<file path="src/rtl/pa_risc_prog_loader_pkg.sv">
`default_nettype none
// +----------------------------------------------------------------------------+
// | pa_risc_pkg: mnemonic selects, opcode/ext/sub constants, loader states     |
// | Revision: 1.0                                                              |
// +----------------------------------------------------------------------------+
package pa_risc_pkg;

    typedef enum logic [4:0] {
        OP_ADD   = 5'd0,  OP_ADDC  = 5'd1,  OP_ADDL  = 5'd2,  OP_SUB   = 5'd3,
        OP_SUBB  = 5'd4,  OP_OR    = 5'd5,  OP_XOR   = 5'd6,  OP_AND   = 5'd7,
        OP_LDW   = 5'd8,  OP_LDH   = 5'd9,  OP_LDB   = 5'd10, OP_STW   = 5'd11,
        OP_STH   = 5'd12, OP_STB   = 5'd13, OP_LDO   = 5'd14, OP_LDI   = 5'd15,
        OP_BL    = 5'd16, OP_COMBT = 5'd17, OP_COMBF = 5'd18, OP_ADDI  = 5'd19,
        OP_SUBI  = 5'd20, OP_EXTRU = 5'd21, OP_EXTRS = 5'd22, OP_ZDEP  = 5'd23,
        OP_NOP   = 5'd24
    } op_sel_e;

    typedef enum logic [1:0] {
        CLS_NONE  = 2'd0,
        CLS_ALU   = 2'd1,
        CLS_SHIFT = 2'd2,
        CLS_IMM   = 2'd3
    } enc_class_e;

    typedef enum logic [1:0] {
        ST_IDLE  = 2'd0,
        ST_LOAD  = 2'd1,
        ST_FLUSH = 2'd2,
        ST_RUN   = 2'd3
    } ld_state_e;

    localparam logic [5:0] c_opc_alu   = 6'b000010;
    localparam logic [5:0] c_opc_ldw   = 6'b010010;
    localparam logic [5:0] c_opc_ldh   = 6'b010001;
    localparam logic [5:0] c_opc_ldb   = 6'b010000;
    localparam logic [5:0] c_opc_stw   = 6'b011010;
    localparam logic [5:0] c_opc_sth   = 6'b011001;
    localparam logic [5:0] c_opc_stb   = 6'b011000;
    localparam logic [5:0] c_opc_ldo   = 6'b001101;
    localparam logic [5:0] c_opc_ldi   = 6'b001000;
    localparam logic [5:0] c_opc_bl    = 6'b111010;
    localparam logic [5:0] c_opc_combt = 6'b100000;
    localparam logic [5:0] c_opc_combf = 6'b100010;
    localparam logic [5:0] c_opc_addi  = 6'b101101;
    localparam logic [5:0] c_opc_subi  = 6'b100101;
    localparam logic [5:0] c_opc_extr  = 6'b110100;
    localparam logic [5:0] c_opc_zdep  = 6'b110101;

    localparam logic [5:0] c_ext_add   = 6'b011000;
    localparam logic [5:0] c_ext_addc  = 6'b011100;
    localparam logic [5:0] c_ext_addl  = 6'b101000;
    localparam logic [5:0] c_ext_sub   = 6'b010000;
    localparam logic [5:0] c_ext_subb  = 6'b010100;
    localparam logic [5:0] c_ext_or    = 6'b001001;
    localparam logic [5:0] c_ext_xor   = 6'b001010;
    localparam logic [5:0] c_ext_and   = 6'b001000;

    localparam logic [2:0] c_sub_extru = 3'b110;
    localparam logic [2:0] c_sub_extrs = 3'b111;
    localparam logic [2:0] c_sub_zdep  = 3'b010;

    localparam logic [31:0] NOP_WORD = 32'h0000_0000;

endpackage
`default_nettype wire

</file>
<file path="src/rtl/pa_risc_prog_loader_if.sv">
`default_nettype none
// +----------------------------------------------------------------------------+
// | pa_risc_prog_loader_if: instruction stream, memory port and CPU status     |
// | Revision: 1.0                                                              |
// +----------------------------------------------------------------------------+
interface pa_risc_prog_loader_if #(
    parameter int ADDR_W = 9
);
    logic              start;
    logic              in_valid;
    logic              in_ready;
    logic              in_last;
    logic [4:0]        op_sel;
    logic [4:0]        fa;
    logic [4:0]        fb;
    logic [15:0]       imm;
    logic              mem_we;
    logic [ADDR_W-1:0] mem_addr;
    logic [31:0]       mem_wdata;
    logic              cpu_reset;
    logic              load_done;
    logic [ADDR_W-2:0] word_count;
    logic              err;

    modport master (
        output start, in_valid, in_last, op_sel, fa, fb, imm,
        input  in_ready, mem_we, mem_addr, mem_wdata,
               cpu_reset, load_done, word_count, err
    );

    modport slave (
        input  start, in_valid, in_last, op_sel, fa, fb, imm,
        output in_ready, mem_we, mem_addr, mem_wdata,
               cpu_reset, load_done, word_count, err
    );
endinterface
`default_nettype wire

</file>
<file path="src/rtl/pa_risc_prog_loader_encoder.sv">
`default_nettype none
// +----------------------------------------------------------------------------+
// | pa_risc_encoder: combinational symbolic-instruction to PA-RISC word map    |
// | Revision: 1.0                                                              |
// +----------------------------------------------------------------------------+
module pa_risc_encoder
    import pa_risc_pkg::*;
(
    input  wire logic [4:0]  i_op_sel,
    input  wire logic [4:0]  i_fa,
    input  wire logic [4:0]  i_fb,
    input  wire logic [15:0] i_imm,
    output logic      [31:0] o_word,
    output logic             o_invalid
);

    enc_class_e w_class;
    logic [5:0] w_op6;
    logic [5:0] w_ext6;
    logic [2:0] w_sub3;

    always_comb begin
        w_class   = CLS_NONE;
        w_op6     = 6'b0;
        w_ext6    = 6'b0;
        w_sub3    = 3'b0;
        o_invalid = 1'b0;
        case (i_op_sel)
            OP_ADD:   begin w_class = CLS_ALU;   w_ext6 = c_ext_add;  end
            OP_ADDC:  begin w_class = CLS_ALU;   w_ext6 = c_ext_addc; end
            OP_ADDL:  begin w_class = CLS_ALU;   w_ext6 = c_ext_addl; end
            OP_SUB:   begin w_class = CLS_ALU;   w_ext6 = c_ext_sub;  end
            OP_SUBB:  begin w_class = CLS_ALU;   w_ext6 = c_ext_subb; end
            OP_OR:    begin w_class = CLS_ALU;   w_ext6 = c_ext_or;   end
            OP_XOR:   begin w_class = CLS_ALU;   w_ext6 = c_ext_xor;  end
            OP_AND:   begin w_class = CLS_ALU;   w_ext6 = c_ext_and;  end
            OP_LDW:   begin w_class = CLS_IMM;   w_op6 = c_opc_ldw;   end
            OP_LDH:   begin w_class = CLS_IMM;   w_op6 = c_opc_ldh;   end
            OP_LDB:   begin w_class = CLS_IMM;   w_op6 = c_opc_ldb;   end
            OP_STW:   begin w_class = CLS_IMM;   w_op6 = c_opc_stw;   end
            OP_STH:   begin w_class = CLS_IMM;   w_op6 = c_opc_sth;   end
            OP_STB:   begin w_class = CLS_IMM;   w_op6 = c_opc_stb;   end
            OP_LDO:   begin w_class = CLS_IMM;   w_op6 = c_opc_ldo;   end
            OP_LDI:   begin w_class = CLS_IMM;   w_op6 = c_opc_ldi;   end
            OP_BL:    begin w_class = CLS_IMM;   w_op6 = c_opc_bl;    end
            OP_COMBT: begin w_class = CLS_IMM;   w_op6 = c_opc_combt; end
            OP_COMBF: begin w_class = CLS_IMM;   w_op6 = c_opc_combf; end
            OP_ADDI:  begin w_class = CLS_IMM;   w_op6 = c_opc_addi;  end
            OP_SUBI:  begin w_class = CLS_IMM;   w_op6 = c_opc_subi;  end
            OP_EXTRU: begin w_class = CLS_SHIFT; w_op6 = c_opc_extr; w_sub3 = c_sub_extru; end
            OP_EXTRS: begin w_class = CLS_SHIFT; w_op6 = c_opc_extr; w_sub3 = c_sub_extrs; end
            OP_ZDEP:  begin w_class = CLS_SHIFT; w_op6 = c_opc_zdep; w_sub3 = c_sub_zdep;  end
            OP_NOP:   begin end
            default:  o_invalid = 1'b1;
        endcase
    end

    // ALU class carries its target register in imm[4:0]
    always_comb begin
        o_word = NOP_WORD;
        case (w_class)
            CLS_ALU:   o_word = {c_opc_alu, i_fb, i_fa, 4'b0000, w_ext6, 1'b0, i_imm[4:0]};
            CLS_SHIFT: o_word = {w_op6, i_fb, i_fa, i_imm[15:13], w_sub3, i_imm[9:0]};
            CLS_IMM:   o_word = {w_op6, i_fb, i_fa, i_imm};
            default:   o_word = NOP_WORD;
        endcase
    end

endmodule
`default_nettype wire

</file>
<file path="src/rtl/pa_risc_prog_loader.sv">
`default_nettype none
// +----------------------------------------------------------------------------+
// | pa_risc_prog_loader: encodes an instruction stream into IMEM, then         |
// | releases the CPU from reset. Revision: 1.0                                 |
// +----------------------------------------------------------------------------+
module pa_risc_prog_loader
    import pa_risc_pkg::*;
#(
    parameter int ADDR_W = 9
) (
    input  wire logic             clk,
    input  wire logic             reset,
    pa_risc_prog_loader_if.slave  bus
);

    localparam logic [ADDR_W-2:0] c_capacity = {1'b1, {(ADDR_W-2){1'b0}}};

    ld_state_e         r_state;
    ld_state_e         w_next_state;
    logic [ADDR_W-2:0] r_word_count;
    logic              r_err;
    logic              r_mem_we;
    logic [ADDR_W-1:0] r_mem_addr;
    logic [31:0]       r_mem_wdata;

    logic              w_exhausted;
    logic              w_ready;
    logic              w_accept;
    logic              w_last_slot;
    logic              w_overflow;
    logic              w_start_ok;
    logic              w_cpu_reset;
    logic              w_load_done;
    logic [31:0]       w_word;
    logic              w_invalid;

    pa_risc_encoder u_encoder (
        .i_op_sel  (bus.op_sel),
        .i_fa      (bus.fa),
        .i_fb      (bus.fb),
        .i_imm     (bus.imm),
        .o_word    (w_word),
        .o_invalid (w_invalid)
    );

    assign w_exhausted = (r_word_count == c_capacity);
    assign w_ready     = (r_state == ST_LOAD) && !w_exhausted;
    assign w_accept    = bus.in_valid && w_ready;
    assign w_last_slot = (r_word_count == c_capacity - 1'b1);
    assign w_overflow  = w_accept && w_last_slot && !bus.in_last;
    assign w_start_ok  = bus.start && ((r_state == ST_IDLE) || (r_state == ST_RUN));

    always_ff @(posedge clk or posedge reset) begin
        if (reset) begin
            r_state <= ST_IDLE;
        end else begin
            r_state <= w_next_state;
        end
    end

    always_comb begin
        w_next_state = r_state;
        w_cpu_reset  = 1'b1;
        w_load_done  = 1'b0;
        case (r_state)
            ST_IDLE:  if (w_start_ok) w_next_state = ST_LOAD;
            ST_LOAD:  if (w_accept && (bus.in_last || w_last_slot)) w_next_state = ST_FLUSH;
            // one settling cycle lets the final write land before release
            ST_FLUSH: w_next_state = ST_RUN;
            ST_RUN: begin
                w_cpu_reset = 1'b0;
                w_load_done = 1'b1;
                if (w_start_ok) w_next_state = ST_LOAD;
            end
            default:  w_next_state = ST_IDLE;
        endcase
    end

    always_ff @(posedge clk or posedge reset) begin
        if (reset) begin
            r_word_count <= '0;
            r_err        <= 1'b0;
            r_mem_we     <= 1'b0;
            r_mem_addr   <= '0;
            r_mem_wdata  <= 32'h0;
        end else begin
            r_mem_we <= w_accept;
            if (w_start_ok) begin
                r_word_count <= '0;
                r_err        <= 1'b0;
                r_mem_addr   <= '0;
            end else if (w_accept) begin
                r_mem_addr   <= {r_word_count[ADDR_W-3:0], 2'b00};
                r_mem_wdata  <= w_word;
                r_word_count <= r_word_count + 1'b1;
                if (w_invalid || w_overflow) begin
                    r_err <= 1'b1;
                end
            end
        end
    end

    assign bus.in_ready   = w_ready;
    assign bus.mem_we     = r_mem_we;
    assign bus.mem_addr   = r_mem_addr;
    assign bus.mem_wdata  = r_mem_wdata;
    assign bus.cpu_reset  = w_cpu_reset;
    assign bus.load_done  = w_load_done;
    assign bus.word_count = r_word_count;
    assign bus.err        = r_err;

endmodule
`default_nettype wire

</file>
<file path="src/flat_wrapper.sv">
// flat-port wrapper written by rule: the top's interface ports become plain ports
module pa_risc_prog_loader_flat import pa_risc_pkg::*;
#(
    parameter int ADDR_W = 9
)
  (clk, reset, bus_start, bus_in_valid, bus_in_last, bus_op_sel, bus_fa, bus_fb, bus_imm, bus_in_ready, bus_mem_we, bus_mem_addr, bus_mem_wdata, bus_cpu_reset, bus_load_done, bus_word_count, bus_err);
  pa_risc_prog_loader_if #(.ADDR_W(ADDR_W)) bus_i ();
  input  wire logic clk;
  input  wire logic reset;
  input wire logic [$bits(bus_i.start)-1:0] bus_start;
  input wire logic [$bits(bus_i.in_valid)-1:0] bus_in_valid;
  input wire logic [$bits(bus_i.in_last)-1:0] bus_in_last;
  input wire logic [$bits(bus_i.op_sel)-1:0] bus_op_sel;
  input wire logic [$bits(bus_i.fa)-1:0] bus_fa;
  input wire logic [$bits(bus_i.fb)-1:0] bus_fb;
  input wire logic [$bits(bus_i.imm)-1:0] bus_imm;
  output wire logic [$bits(bus_i.in_ready)-1:0] bus_in_ready;
  output wire logic [$bits(bus_i.mem_we)-1:0] bus_mem_we;
  output wire logic [$bits(bus_i.mem_addr)-1:0] bus_mem_addr;
  output wire logic [$bits(bus_i.mem_wdata)-1:0] bus_mem_wdata;
  output wire logic [$bits(bus_i.cpu_reset)-1:0] bus_cpu_reset;
  output wire logic [$bits(bus_i.load_done)-1:0] bus_load_done;
  output wire logic [$bits(bus_i.word_count)-1:0] bus_word_count;
  output wire logic [$bits(bus_i.err)-1:0] bus_err;
  assign bus_i.start = bus_start;
  assign bus_i.in_valid = bus_in_valid;
  assign bus_i.in_last = bus_in_last;
  assign bus_i.op_sel = bus_op_sel;
  assign bus_i.fa = bus_fa;
  assign bus_i.fb = bus_fb;
  assign bus_i.imm = bus_imm;
  assign bus_in_ready = bus_i.in_ready;
  assign bus_mem_we = bus_i.mem_we;
  assign bus_mem_addr = bus_i.mem_addr;
  assign bus_mem_wdata = bus_i.mem_wdata;
  assign bus_cpu_reset = bus_i.cpu_reset;
  assign bus_load_done = bus_i.load_done;
  assign bus_word_count = bus_i.word_count;
  assign bus_err = bus_i.err;
  pa_risc_prog_loader #(.ADDR_W(ADDR_W)) u_core (.clk(clk), .reset(reset), .bus(bus_i));
endmodule
</file>
<file path="config.mk">
export PLATFORM = sky130hd
export DESIGN_NAME = pa_risc_prog_loader_flat
export DESIGN_NICKNAME = d
export VERILOG_FILES = /design/src/rtl/pa_risc_prog_loader_pkg.sv /design/src/rtl/pa_risc_prog_loader_if.sv /design/src/rtl/pa_risc_prog_loader_encoder.sv /design/src/rtl/pa_risc_prog_loader.sv /design/src/flat_wrapper.sv
export SDC_FILE = /design/constraint.sdc
export NUM_CORES = 1
export LEC_CHECK = 0
export BUFFER_PORTS_ARGS = -buffer_cell sky130_fd_sc_hd__buf_2
export CORE_MARGIN = 10
export CORE_UTILIZATION = 54
export DETAILED_ROUTE_END_ITERATION = 6
export PLACE_DENSITY = 0.89
export SLEW_MARGIN = 20
export SYNTH_ARGS = -nofsm -noshare
export SYNTH_HDL_FRONTEND = slang
export SYNTH_SLANG_ARGS = --single-unit
</file>
<file path="constraint.sdc">
create_clock -name clk -period 4.4 [get_ports clk]
set_clock_uncertainty 0.05 [all_clocks]
set_input_delay 0.66 -clock clk [delete_from_list [all_inputs] [get_ports clk]]
set_output_delay 0.66 -clock clk [all_outputs]
set_load 0.01 [all_outputs]
</file>
==> impl_metrics.yaml, run 1 <==
setup_path:
  crit_chain: "ha_1 -> and2_1 -> a211o_2 -> o21ai_0"
  cp-start-kind: "flop"
  crit_fanout: 64
  critPathMaxStageDelay_ns: 0.77
  path_class: "reg -> reg"
  r2r-start: "u_core.r_state[0]$_DFFE_PP0P_"
  slowest_stage: "a211o_2"
  cp-end-kind: "flop"
  r2r_end: "u_core.bus.mem_wdata[29]$_DFFE_PP0P_"
  arrival_ns: 2.58
  reg2reg_depth: 4
  rrSetupSlack_ns: 1.90
  worstPathRequired_ns: 4.48
drt:
  vias: 2317
  detail_route.wl_per_cell_um: 15.5
  met1Wirelength_um: 2800
  ant_nets: 0
  drt_iter0_markers: 140
  drtPass1Iterations: 4
  met3WireLength_um: 454
  top_layer: "met4"
  wirelength_um: 6740
  drcViolationCount: 0
  met2_length_um: 3400
  viasPerCell: 5.34
status:
  outcome: "finished clean"
sta:
  worst_pin_slew_ns: 0.873
  tns_ns: 0
  relSlewSlack_pct: 41.8
  slew_violations: 0
  fin_crit_ns: 2.50
  setup_viol: 0
  min_period_over_period_pct: 56.8
  rsz0062_at_grt: "no"
  max_freq_mhz: 400
  hold_viol_final: 0
global_route:
  grt_pass1_wl_um: 11400
  antenna_found_initial: 0
  grt_usage_pct: 16.5
  grt_pass1_vias: 2336
  grt_overflow: 0
  grt_max_degree: 65
placement:
  io_buffers: 87
  hpwlAfterDp_um: 5080
  globalplace.congestion: 0.867
  placed_cell_area_um2: 3060
synthesis:
  synth-edff-count: 0
  ys_types: 49
  postSynthAreaPerCell_um2: 9.12
  synthAdderAreaFrac_pct: 2.26
  synthCells: 292
  synth.area.mux_share_pct: 3.38
  synth-simple-area-share_pct: 18.5
  synth_compound_area_share_pct: 17.8
  ys_ff_latch: 51
  synth_top_family_by_area: "simple AND/OR/NAND/NOR gates"
  synth_sequential_area_ratio_pct: 47.9
  ys_async_sr_fraction_pct: 100
  synth-xor-area-share_pct: 2.63
  ys_warn_count: 0
  synth_top_flop_cell: "dfrtp_1"
  syn-cell-area_um2: 2660
hold_path:
  worstHoldStart: "u_core.bus.mem_wdata[2]$_DFFE_PP0P_"
  whs_endpoint: "u_core.bus.mem_wdata[2]$_DFFE_PP0P_"
  hold_class: "reg -> reg"
  holdPathStages: 2
cts:
  htreeDepth: 2
  post_cts_resized: 0
  cts_buffers: 5
  hold_buffers: 0
  path_clk_slew_ns: 0.09
  cts_setup_buffers: 0
  clock-root-buffer: "clkbuf_8"
  cts_tree: "built"
  clock_latency_ns: 0.30
  cts_buffer_depth: 2
  cts_sinks: 51
die:
  die_area_um2: 8140
  die_x_um: 90.2
  coreArea_um2: 4750
  pin_count: 90
  rows: 25
  initial_core_util_pct: 56.0
  die_h_um: 90.2
finish:
  post-route-cell-area_um2: 3190
  nNetsFinal: 406
  syn_to_final_growth_pct: 19.8
  fill_cells: 411
  drive_above_1_share_pct: 27.5
  n_antenna_cell: 0
power_and_ir_drop:
  p_clk_share_pct: 20.6
  power_switching_uw: 675
  peakVddDrop_v: 0.000294
  pwr_density_cell_nw_per_um2: 572
  intPower_uw: 1150
  p_sw_share_pct: 37.0
  p_total_uw: 1830
  p_comb_share_pct: 39.0
  p_seq_share_pct: 40.4
  p_leak_uw: 0.00168
flow_run:
  cap_violations: 0
routing by layer:
metal / vias to the layer above / GRT usage, %
met4: 0 / 3.71
met5: - / 0
met3: 8 / 4.49
met2: 83 / 28.0
met1: 1089 / 20.4
li1: 1137 / -
sequential cells by signal, indices dropped and copies added (netlist names):
| signal | count |
|---|---|
| u_core.bus.err | 1 |
| u_core.bus.mem_addr | 7 |
| u_core.bus.mem_wdata | 32 |
| u_core.bus.mem_we | 1 |
| u_core.bus.word_count | 8 |
| u_core.r_state | 2 |
stage by stage:
stage,util [%],hold slack (ns),worst slack (ns),cells
6_report,67.1,0.424,1.90,434
5_1_grt,67.1,0.464,1.60,434
4_1_cts,67.1,0.435,1.87,434
3_5_place_dp,64.3,0.415,1.84,426
3_3_place_gp,64.3,0.408,1.93,426
2_1_floorplan,-,0.450,2.46,293
final cells by class:
cell class,count,area [µm²],share of cell area [%]
clock buffer,6,72.6,2.27
sequential,51,1280,40.0
multi-input combinational,204,1190,37.4
timing repair buffer,88,443,13.9
tap,67,83.8,2.63
inverter,16,61.3,1.92
clock inverter,2,60.1,1.88
synthesized netlist by cell type, types with 2 or more instances:
cell | n | area share, %
a21o_1 | 4 | 1.1
xor2_1 | 6 | 2.0
buf_6 | 3 | 1.3
nand3b_1 | 3 | 0.85
a211oi_1 | 3 | 0.85
dfrtp_1 | 51 | 48
o21ai_0 | 33 | 6.2
buf_4 | 6 | 1.7
and4_1 | 2 | 0.66
clkbuf_1 | 5 | 0.70
o22ai_1 | 3 | 0.70
nand2b_1 | 4 | 0.94
nand4_1 | 6 | 1.4
nor2_1 | 19 | 2.7
ha_1 | 4 | 1.9
inv_1 | 16 | 2.3
o31ai_1 | 2 | 0.56
and2_1 | 2 | 0.47
a221oi_1 | 2 | 0.66
mux2i_1 | 9 | 3.4
a22oi_1 | 2 | 0.56
a21oi_2 | 2 | 0.66
a21oi_1 | 10 | 1.9
nor2b_1 | 5 | 1.2
xnor2_1 | 2 | 0.66
nand2_1 | 57 | 8.0
a2bb2oi_1 | 2 | 0.66
buf_2 | 8 | 1.5
layout by cell type, fill, tap and decap left out, types with 3 or more instances in the layout:
cell	instances
nor2_1	19
ha_1	4
xor2_1	6
mux2i_1	9
nand2_1	57
nand3b_1	3
nand4_1	6
buf_2	87
o22ai_1	3
nor2b_1	5
a211oi_1	3
dfrtp_1	51
a21o_1	4
a21oi_1	10
o21ai_0	33
nand2b_1	4
inv_1	15
clkbuf_8	5
cells by family after synthesis:
kind of cell / count (synthesis)
buffers and inverters: 38
muxes: 9
DFF: 51
and+or+nand+nor: 104
AOI/OAI and AO/OA: 76
xor gates and xnor gates: 8
adders and majority gates: 5
other: 1
power groups by stage:
stage / Combinational, µW / Clock [µW] / Sequential (µW)
final: 711 / 377 / 737
after global routing: 803 / 402 / 762
after CTS: 728 / 383 / 737
after detailed placement: 726 / 0 / 745
after global placement: 695 / 0 / 739
after floorplan: 389 / 0 / 814
worst max-delay path by stage:
stage / startpoint / end / depth (start not counted)
2_1_floorplan: reset / u_core.bus.err$_DFFE_PP0P_ / 1
3_3_place_gp: bus_start / u_core.bus.mem_wdata[10]$_DFFE_PP0P_ / 5
3_5_place_dp: bus_start / u_core.bus.mem_wdata[23]$_DFFE_PP0P_ / 4
4_1_cts: u_core.r_state[0]$_DFFE_PP0P_ / u_core.bus.mem_wdata[29]$_DFFE_PP0P_ / 4
5_1_grt: u_core.r_state[0]$_DFFE_PP0P_ / u_core.bus.mem_wdata[23]$_DFFE_PP0P_ / 4
6_report: u_core.r_state[0]$_DFFE_PP0P_ / u_core.bus.mem_wdata[29]$_DFFE_PP0P_ / 4
critical path, delay by kind of cell (launching register included):
kind	cells	cell delay, ns
AND/OR/NAND/NOR	1	0.50
flip-flops	1	0.41
AO/OA/AOI/OAI	2	1.02
adder cells (fa/ha/maj)	1	0.33
(Power assumes the default switching activity.)
==> run 2, diff against run 1 <==
Settings changed: CORE_UTILIZATION 54 to 50, PLACE_DENSITY 0.89 to 0.83.
Clock period 4.4 ns to 2.6 ns, I/O delays scaled along.
==> impl_metrics.yaml, run 2 (synthesis results as in run 1) <==
setup_path:
  crit_fanout: 30
  worstPathRequired_ns: 2.74
  crit_chain: "inv_1 -> ha_1 -> nor4b_4 -> a211o_2 -> buf_4 -> nor2b_1 -> a21oi_2"
  slowest_stage: "dfrtp_1"
  cp-end-kind: "flop"
  arrival_ns: 2.23
  r2r-start: "u_core.bus.word_count[0]$_DFFE_PP0P_"
  crit_buf_inv: 2
  reg2reg_depth: 7
  critPathMaxStageDelay_ns: 0.45
  cp-start-kind: "flop"
  path_class: "reg -> reg"
  r2r_end: "u_core.bus.mem_wdata[10]$_DFFE_PP0P_"
  rrSetupSlack_ns: 0.51
  critical_path.top_delay_family: "simple AND/OR/NAND/NOR gates"
global_route:
  grt_max_degree: 31
  grt_pass1_wl_um: 11500
  antenna_found_initial: 0
  grt_usage_pct: 16.1
  grt_pass1_vias: 2326
  grt_overflow: 0
power_and_ir_drop:
  p_leak_uw: 0.00170
  pwr_density_cell_nw_per_um2: 970
  peakVddDrop_v: 0.000385
  p_total_uw: 3140
cts:
  cts_tree: "built"
  clock-root-buffer: "clkbuf_8"
  cts_buffers: 5
  post_cts_resized: 0
  path_clk_slew_ns: 0.10
  htreeDepth: 2
  cts_sinks: 51
  clock_latency_ns: 0.30
  hold_buffers: 0
  cts_buffer_depth: 2
  cts_setup_buffers: 0
finish:
  layout_commonest_cell: "buf_2"
  nNetsFinal: 411
  fill_cells: 464
  multi_input_area_um2: 1190
  largest_register_ffs: 32
  mostFrequentLayoutCells: "buf_2 (87), nand2_1 (57), dfrtp_1 (51)"
  drive_above_1_share_pct: 28.8
  finalNonFillerCells: 442
  ff_latch_area_um2: 1280
  n_antenna_cell: 0
  syn_to_final_growth_pct: 21.5
die:
  die_h_um: 93.0
  coreArea_um2: 5140
  rows: 26
  die_area_um2: 8640
  die_x_um: 93.0
  initial_core_util_pct: 51.8
  pin_count: 90
drt:
  viasPerCell: 5.42
  wirelength_um: 6890
  drt_iter0_markers: 107
  vias: 2394
  ant_nets: 0
  drcViolationCount: 0
  drtPass1Iterations: 4
  detail_route.wl_per_cell_um: 15.6
sta:
  tns_ns: 0
  relSlewSlack_pct: 60.7
  hold_viol_final: 0
  worst_pin_slew_ns: 0.588
  rsz0062_at_grt: "no"
  min_period_over_period_pct: 80.5
  max_freq_mhz: 478
  setup_viol: 0
  slew_violations: 0
  fin_crit_ns: 2.09
flow_run:
  cap_violations: 0
status:
  outcome: "finished clean"
placement:
  dp.cells: 434
  globalplace.congestion: 0.854
  hpwlAfterDp_um: 5260
  io_buffers: 87
hold_path:
  hold_class: "in -> async"
run 2: worst max-delay path by stage:
stage                                                 endpoint                                 start  slack [ns]  cells after the start
after floorplan           u_core.bus.mem_wdata[10]$_DFFE_PP0P_         u_core.r_state[0]$_DFFE_PP0P_        0.81                      8
after global placement    u_core.bus.mem_wdata[10]$_DFFE_PP0P_  u_core.bus.word_count[0]$_DFFE_PP0P_        0.60                      7
after detailed placement  u_core.bus.mem_wdata[10]$_DFFE_PP0P_  u_core.bus.word_count[0]$_DFFE_PP0P_        0.51                      7
after CTS                 u_core.bus.mem_wdata[10]$_DFFE_PP0P_  u_core.bus.word_count[0]$_DFFE_PP0P_        0.50                      7
after global routing      u_core.bus.mem_wdata[10]$_DFFE_PP0P_  u_core.bus.word_count[0]$_DFFE_PP0P_        0.28                      7
final                     u_core.bus.mem_wdata[10]$_DFFE_PP0P_  u_core.bus.word_count[0]$_DFFE_PP0P_        0.51                      7
run 2: worst register-to-register path: stages (launching register included):
cell,delay [ns]
dfrtp_1,0.45
inv_1,0.09
ha_1,0.14
nor4b_4,0.31
a211o_2,0.36
buf_4,0.33
nor2b_1,0.21
a21oi_2,0.04
run 2: power breakdown:
part	internal, µW	switching [µW]
sequential	1080	167
clock	384	271
combinational	505	730
total	1970	1170
run 2: final cells by class:
class / instances / share of cell area (%)
multi-input combinational: 204 / 36.9
tap: 70 / 2.71
timing repair buffer: 93 / 14.9
clock buffer: 5 / 2.13
sequential: 51 / 39.5
clock inverter: 3 / 2.09
inverter: 16 / 1.86
run 2: metrics by stage:
stage	cell area (µm²)	worst slack (ns)	utilization, %	hold WS [ns]
2_1_floorplan	2670	0.809	-	0.450
3_3_place_gp	3100	0.597	60.3	0.408
3_5_place_dp	3100	0.506	60.3	0.416
4_1_cts	3230	0.497	62.9	0.0986
5_1_grt	3230	0.275	62.9	0.119
6_report	3230	0.508	62.9	0.0876
run 2: layer usage:
metal	routed length [µm]	global-route usage, %
met5	0	0
met4	51	3.73
met3	516	4.56
met2	3420	27.3
met1	2900	19.6
